[src/rtl/game_display_box_animator.sv]
// Battle-box bounds owner: takes resize/move commands and walks each edge toward its target once per frame.
// Latency: command accepted -> 1 LOAD cycle -> edges update the cycle after each frame_tick; done 1 cycle after settling.
// Backpressure: cmd_ready is high only in IDLE; a command held while busy waits until the box has settled.
module game_display_box_animator #(
    parameter int H_RES    = 640,
    parameter int V_RES    = 480,
    parameter int BORDER   = 5,
    parameter int MIN_SIZE = 16,
    parameter int DEF_X0   = 220,
    parameter int DEF_Y0   = 240,
    parameter int DEF_X1   = 420,
    parameter int DEF_Y1   = 400
) (
    input  logic       clk,
    input  logic       rst_n,
    input  logic       frame_tick,
    input  logic       cmd_valid,
    output logic       cmd_ready,
    input  logic [9:0] cmd_x0,
    input  logic [9:0] cmd_y0,
    input  logic [9:0] cmd_x1,
    input  logic [9:0] cmd_y1,
    input  logic [5:0] cmd_step,
    output logic [9:0] game_display_x0,
    output logic [9:0] game_display_y0,
    output logic [9:0] game_display_x1,
    output logic [9:0] game_display_y1,
    output logic       busy,
    output logic       done,
    output logic       cmd_err
);

    localparam logic [9:0]  EDGE_LO = 10'(BORDER);
    localparam logic [9:0]  X_HI    = 10'(H_RES - 1 - BORDER);
    localparam logic [9:0]  Y_HI    = 10'(V_RES - 1 - BORDER);
    localparam logic [10:0] MIN_SZ  = 11'(MIN_SIZE);

    typedef enum logic [1:0] {IDLE, LOAD, MOVE, DONE} state_t;

    state_t     state_q, state_d;
    logic [9:0] raw_x0_q, raw_y0_q, raw_x1_q, raw_y1_q;
    logic [5:0] step_q;
    logic [9:0] tgt_x0_q, tgt_y0_q, tgt_x1_q, tgt_y1_q;
    logic [9:0] x0_q, y0_q, x1_q, y1_q;
    logic       cmd_err_q;

    logic [9:0] cl_x0, cl_y0, cl_x1, cl_y1;
    logic       size_ok;
    logic [9:0] nx0, ny0, nx1, ny1;
    logic       x_inv, y_inv;
    logic [9:0] x0_new, y0_new, x1_new, y1_new;
    logic       at_target;

    function automatic logic [9:0] clamp(input logic [9:0] v, input logic [9:0] hi);
        if (v < EDGE_LO) return EDGE_LO;
        if (v > hi)      return hi;
        return v;
    endfunction

    // One frame of motion for a single edge: never overshoots the target.
    function automatic logic [9:0] approach(input logic [9:0] e, input logic [9:0] t,
                                            input logic [5:0] s);
        logic [10:0] diff;
        if (e == t) return e;
        diff = (e < t) ? ({1'b0, t} - {1'b0, e}) : ({1'b0, e} - {1'b0, t});
        if (s == 6'd0 || diff <= {5'b0, s}) return t;
        return (e < t) ? (e + {4'b0, s}) : (e - {4'b0, s});
    endfunction

    always_comb begin
        cl_x0   = clamp(raw_x0_q, X_HI);
        cl_y0   = clamp(raw_y0_q, Y_HI);
        cl_x1   = clamp(raw_x1_q, X_HI);
        cl_y1   = clamp(raw_y1_q, Y_HI);
        size_ok = ({1'b0, cl_x1} >= {1'b0, cl_x0} + MIN_SZ) &&
                  ({1'b0, cl_y1} >= {1'b0, cl_y0} + MIN_SZ);
    end

    // Proposed step, then hold whichever edge would shrink the box below MIN_SIZE.
    always_comb begin
        nx0    = approach(x0_q, tgt_x0_q, step_q);
        ny0    = approach(y0_q, tgt_y0_q, step_q);
        nx1    = approach(x1_q, tgt_x1_q, step_q);
        ny1    = approach(y1_q, tgt_y1_q, step_q);
        x_inv  = ({1'b0, nx0} + MIN_SZ) > {1'b0, nx1};
        y_inv  = ({1'b0, ny0} + MIN_SZ) > {1'b0, ny1};
        x0_new = (x_inv && nx0 > x0_q) ? x0_q : nx0;
        x1_new = (x_inv && nx1 < x1_q) ? x1_q : nx1;
        y0_new = (y_inv && ny0 > y0_q) ? y0_q : ny0;
        y1_new = (y_inv && ny1 < y1_q) ? y1_q : ny1;
        at_target = (x0_q == tgt_x0_q) && (y0_q == tgt_y0_q) &&
                    (x1_q == tgt_x1_q) && (y1_q == tgt_y1_q);
    end

    always_comb begin
        state_d = state_q;
        case (state_q)
            IDLE: if (cmd_valid) state_d = LOAD;
            LOAD: state_d = size_ok ? MOVE : IDLE;
            MOVE: if (at_target) state_d = DONE;
            DONE: state_d = IDLE;
            default: state_d = IDLE;
        endcase
    end

    always_ff @(posedge clk or negedge rst_n) begin
        if (!rst_n) begin
            state_q   <= IDLE;
            cmd_err_q <= 1'b0;
        end else begin
            state_q   <= state_d;
            cmd_err_q <= (state_q == LOAD) && !size_ok;
        end
    end

    always_ff @(posedge clk or negedge rst_n) begin
        if (!rst_n) begin
            raw_x0_q <= 10'(DEF_X0);
            raw_y0_q <= 10'(DEF_Y0);
            raw_x1_q <= 10'(DEF_X1);
            raw_y1_q <= 10'(DEF_Y1);
            step_q   <= 6'd0;
        end else if (state_q == IDLE && cmd_valid) begin
            raw_x0_q <= cmd_x0;
            raw_y0_q <= cmd_y0;
            raw_x1_q <= cmd_x1;
            raw_y1_q <= cmd_y1;
            step_q   <= cmd_step;
        end
    end

    always_ff @(posedge clk or negedge rst_n) begin
        if (!rst_n) begin
            tgt_x0_q <= 10'(DEF_X0);
            tgt_y0_q <= 10'(DEF_Y0);
            tgt_x1_q <= 10'(DEF_X1);
            tgt_y1_q <= 10'(DEF_Y1);
        end else if (state_q == LOAD && size_ok) begin
            tgt_x0_q <= cl_x0;
            tgt_y0_q <= cl_y0;
            tgt_x1_q <= cl_x1;
            tgt_y1_q <= cl_y1;
        end
    end

    // Edges only change on a frame tick so a displayed frame never sees a half-moved box.
    always_ff @(posedge clk or negedge rst_n) begin
        if (!rst_n) begin
            x0_q <= 10'(DEF_X0);
            y0_q <= 10'(DEF_Y0);
            x1_q <= 10'(DEF_X1);
            y1_q <= 10'(DEF_Y1);
        end else if (state_q == MOVE && frame_tick) begin
            x0_q <= x0_new;
            y0_q <= y0_new;
            x1_q <= x1_new;
            y1_q <= y1_new;
        end
    end

    assign cmd_ready       = (state_q == IDLE);
    assign busy            = (state_q == LOAD) || (state_q == MOVE);
    assign done            = (state_q == DONE);
    assign cmd_err         = cmd_err_q;
    assign game_display_x0 = x0_q;
    assign game_display_y0 = y0_q;
    assign game_display_x1 = x1_q;
    assign game_display_y1 = y1_q;

endmodule
[config.mk]
export PLATFORM = sky130hd
export DESIGN_NAME = game_display_box_animator
export DESIGN_NICKNAME = d
export VERILOG_FILES = /design/src/rtl/game_display_box_animator.sv
export SDC_FILE = /design/constraint.sdc
export NUM_CORES = 1
export LEC_CHECK = 0
export CORE_MARGIN = 2
export CORE_UTILIZATION = 65
export DETAILED_ROUTE_END_ITERATION = 16
export HOLD_SLACK_MARGIN = 0.08
export MAX_ROUTING_LAYER = met4
export PLACE_DENSITY = 0.86
export SYNTH_ARGS = -nofsm -noshare
export SYNTH_HDL_FRONTEND = slang
export SYNTH_SLANG_ARGS = --single-unit
export TNS_END_PERCENT = 1
[constraint.sdc]
create_clock -name clk -period 15.35 [get_ports clk]
set_input_delay 2.3025 -clock clk [delete_from_list [all_inputs] [get_ports clk]]
set_output_delay 2.3025 -clock clk [all_outputs]
set_load 0.005 [all_outputs]
==> flow_summary.rst <==
.. list-table::
   :header-rows: 1

   * - Metric
     - Value
   * - Result of the run
     - finished clean
   * - Clock buffer depth
     - 2
   * - Max Fanout on Critical Path
     - 18
   * - Fraction of final layout cells sized beyond drive strength 1
     - around 11%
   * - Beginning of the worst register-to-register path
     - game_display_x0[6]
   * - Total number of placement rows
     - between 50 and 60
   * - Setup bufs post-CTS
     - 0
   * - Power per Cell Area
     - 175.9 mW/mm²
   * - Post-synthesis instance total
     - between 1.5k and 2k
   * - Final Critical Period
     - ~8600 ps
   * - Capture point of the worst path
     - game_display_x0[8]
   * - Min-Delay Path Class
     - reg2reg
   * - Biggest area consumer among synthesized cells
     - sky130_fd_sc_hd__ha_1
   * - Relative slew margins
     - 23.77%
   * - Share of flip-flops with an asynchronous set or reset after synthesis
     - 100.0%
   * - Largest net degree at the start of global routing
     - 78
   * - Sequential cell area fraction in the yosys report
     - a little under a quarter
   * - Post-detailed-route via-to-cell ratio
     - 6.519
   * - Critical path startpoint category
     - register
   * - Slowest CP cell
     - sky130_fd_sc_hd__a21oi_2
   * - Nets in the synthesized netlist
     - roughly 2k
   * - CTS H-Tree Depth
     - 4
   * - Worst-path clk slew
     - 70 ps
   * - Seq cells post-synth
     - roughly 130
   * - Type of element capturing the critical path
     - register
   * - Initial cell density of the core
     - ~66%
   * - Via count
     - about 14k
   * - Vertical die dimension
     - 153.8 µm
   * - Setup crit start
     - game_display_x0[6]
   * - DRC violation total after the first TritonRoute iteration
     - around 1.2k
   * - Worst clock skew
     - between 15 and 20 ps
   * - Primary FF master, synth
     - sky130_fd_sc_hd__dfrtp_1
   * - Cell area after synthesis
     - approximately 0.015 mm²
   * - Count of unresolved DRC violations after routing
     - 0
   * - Top-level I/O count
     - 94
   * - Critical path data required time
     - between 15000 and 20000 ps
   * - Number of failing hold endpoints at the final stage
     - 0
   * - Number of nets in the layout
     - a little over 2k
   * - Post-synth top area share
     - just under 20%
   * - Static Leak
     - 7.545 nW
   * - Root cell of the clock tree
     - sky130_fd_sc_hd__clkbuf_16
   * - Post-cts repair resize count
     - 0
   * - Number of flops mapped to enable cells by yosys
     - 0
   * - Final period utilization
     - between 50% and 60%
   * - Average size of a mapped cell
     - between 8 and 9 µm²
   * - Routed WL
     - 42670 µm
   * - Die outline area
     - between 0.02 and 0.025 mm²
   * - Antenna violations before repair
     - 0
   * - WP data arrival
     - 8960 ps
   * - Wire length of the first global-routing pass
     - ~70000 µm
   * - Final weighted congestion in routability-driven placement
     - between 0.9 and 1
   * - Placeable core area
     - 0.02196 mm²
   * - DP HPWL
     - 32800 µm
   * - Slew @ Worst Pin
     - ~1100 ps
   * - Count of TritonRoute iterations in the first routing pass
     - 6
   * - Achievable frequency
     - ~120 MHz
   * - Layout Area Growth over Synthesis
     - 11.76%
   * - Vias in the first global route
     - roughly 13k
   * - Setup TNS after final layout
     - 0 ps
   * - Length in cells of the worst reg-to-reg path
     - 34
   * - Overall die width
     - 153.8 µm
   * - Antenna Violating Nets Remaining
     - 0
   * - IR drop worst, VDD
     - 0.09259 mV
   * - Clock network latency to the later pin of the worst-skew pair
     - between 400 and 500 ps
   * - Start-to-end type of the worst setup path
     - reg2reg
   * - Final number of setup-violating endpoints
     - 0
   * - Routed WL per cell
     - ~20 µm
   * - Clock tree from TritonCTS
     - built
   * - Number of maximum-capacitance violations
     - 0
   * - Inserted Diodes
     - 0
   * - Terminus of the critical flop-to-flop path
     - game_display_x0[8]
   * - Number of synthesis warnings
     - 0
   * - Area contributors post-synth
     - sky130_fd_sc_hd__ha_1, sky130_fd_sc_hd__dfrtp_1, sky130_fd_sc_hd__dfstp_2
   * - Aggregate global-route resource usage
     - between 30 and 40%
   * - Number of buffers added to fix hold violations after cts
     - 0
   * - IO Port Bufs
     - a little over 90
   * - Most used standard cell by instance count after synthesis
     - sky130_fd_sc_hd__ha_1
   * - Reg-to-reg setup timing slack
     - 6720 ps
   * - Distinct cells, synth
     - between 90 and 100
   * - Top cell types by occurrence after synthesis
     - sky130_fd_sc_hd__ha_1, sky130_fd_sc_hd__a21oi_1, sky130_fd_sc_hd__inv_1
   * - TritonCTS Sinks
     - roughly 130
   * - Setup repair after global routing missed its margin
     - false
   * - CTS Buf Count
     - 17
   * - Final total power
     - about 2.9 mW
   * - CP peak stage delay
     - between 700 and 800 ps
   * - Pins Over Slew Limit
     - 0
   * - Total overflow reported by the global router
     - 0
-- cells by family after synthesis --
family | share of synthesized area [%]
flip-flops | 22.53
multiplexers | 9.207
other | 0.05146
adder cells (fa/ha/maj) | 20.85
AND/OR/NAND/NOR | 14.79
buffers and inverters | 5.726
AO/OA/AOI/OAI | 22.11
XOR/XNOR | 4.741
-- worst min-delay path by stage --
stage / start / to / slack [ps] / cells after the start
after detailed placement: tgt_x1_q[8] / tgt_x1_q[8] / 520 / 2
after floorplan: tgt_x0_q[3] / tgt_x0_q[3] / 490 / 2
after CTS: tgt_x1_q[8] / tgt_x1_q[8] / 530 / 2
after global placement: step_q[1] / step_q[1] / 510 / 1
final: tgt_x1_q[7] / tgt_x1_q[7] / 530 / 2
after global routing: tgt_x0_q[3] / tgt_x0_q[3] / 550 / 2
-- cell usage in the layout (no fill, tap or decap), types with 7 or more instances in the layout --
master	n
sky130_fd_sc_hd__nor3_1	24
sky130_fd_sc_hd__nand3_1	39
sky130_fd_sc_hd__nand2_1	127
sky130_fd_sc_hd__xor2_1	21
sky130_fd_sc_hd__a211oi_1	18
sky130_fd_sc_hd__o21bai_1	13
sky130_fd_sc_hd__fa_1	12
sky130_fd_sc_hd__clkbuf_16	17
sky130_fd_sc_hd__and2_1	7
sky130_fd_sc_hd__ha_1	224
sky130_fd_sc_hd__dfrtp_1	81
sky130_fd_sc_hd__mux2_2	51
sky130_fd_sc_hd__a21o_1	63
sky130_fd_sc_hd__xnor2_1	58
sky130_fd_sc_hd__inv_1	147
sky130_fd_sc_hd__or3_1	8
sky130_fd_sc_hd__mux2_1	7
sky130_fd_sc_hd__and3_1	12
sky130_fd_sc_hd__a31oi_1	7
sky130_fd_sc_hd__a21oi_1	161
sky130_fd_sc_hd__nor2b_1	38
sky130_fd_sc_hd__o21a_1	8
sky130_fd_sc_hd__mux2_4	12
sky130_fd_sc_hd__nand3b_1	12
sky130_fd_sc_hd__nand4_1	19
sky130_fd_sc_hd__nor4_1	8
sky130_fd_sc_hd__clkdlybuf4s50_1	92
sky130_fd_sc_hd__nor2_1	102
sky130_fd_sc_hd__o21ai_0	131
sky130_fd_sc_hd__mux2i_1	46
sky130_fd_sc_hd__o211ai_1	9
sky130_fd_sc_hd__buf_4	9
sky130_fd_sc_hd__nand2b_1	27
sky130_fd_sc_hd__dfstp_2	48
-- per-layer routing --
metal  vias to the layer above  wire length, µm  GRT usage [%]
met3                       120             3562          5.552
met4                         0             1491          14.60
met5                         -                0              -
met1                      6486            18100          50.22
li1                       6256                -              -
met2                       652            19520          58.90
-- stage by stage --
stage	util (%)	std cells	cell area (µm²)	worst slack (ps)	hold slack (ps)
after floorplan	-	1718	14600	8159	490.5
after global placement	71.49	2041	15700	7186	514.7
after detailed placement	71.49	2041	15700	6911	521.5
after CTS	74.28	2073	16310	6879	530.5
after global routing	74.28	2073	16310	6081	549.2
final	74.28	2073	16310	6718	525.8
-- critical path, delay by kind of cell, from the launching register on --
| kind | cells | cell delay, ps |
|---|---|---|
| flip-flops | 1 | 590 |
| multiplexers | 2 | 600 |
| adder cells (fa/ha/maj) | 4 | 1410 |
| AND/OR/NAND/NOR | 4 | 950 |
| XOR/XNOR | 2 | 320 |
| buffers and inverters | 1 | 80 |
| AO/OA/AOI/OAI | 21 | 4520 |
-- area by class of cell --
cell class,count,area [µm²]
inverter,150,563.0
clock inverter,15,188.9
clock buffer,17,425.4
tap,280,350.3
timing repair buffer,102,999.7
sequential,129,3288
fill,1585,5647
multi-input combinational,1380,10500
-- state kept, by name (all words and copies together) (netlist names), named ones only --
register / cells
state_q: 1
game_display_x1: 10
raw_y1_q: 10
game_display_x0: 10
tgt_x1_q: 10
tgt_y0_q: 10
tgt_x0_q: 10
raw_y0_q: 10
step_q: 6
game_display_y1: 10
game_display_y0: 10
tgt_y1_q: 10
cmd_err: 1
raw_x1_q: 10
raw_x0_q: 10
-- report_power, final --
part / total (mW) / switching, mW / internal [mW]
logic: 1.92 / 1.08 / 0.835
clock network: 0.440 / 0.192 / 0.248
registers: 0.512 / 0.0971 / 0.415
Power figures use the tool's default switching activity.
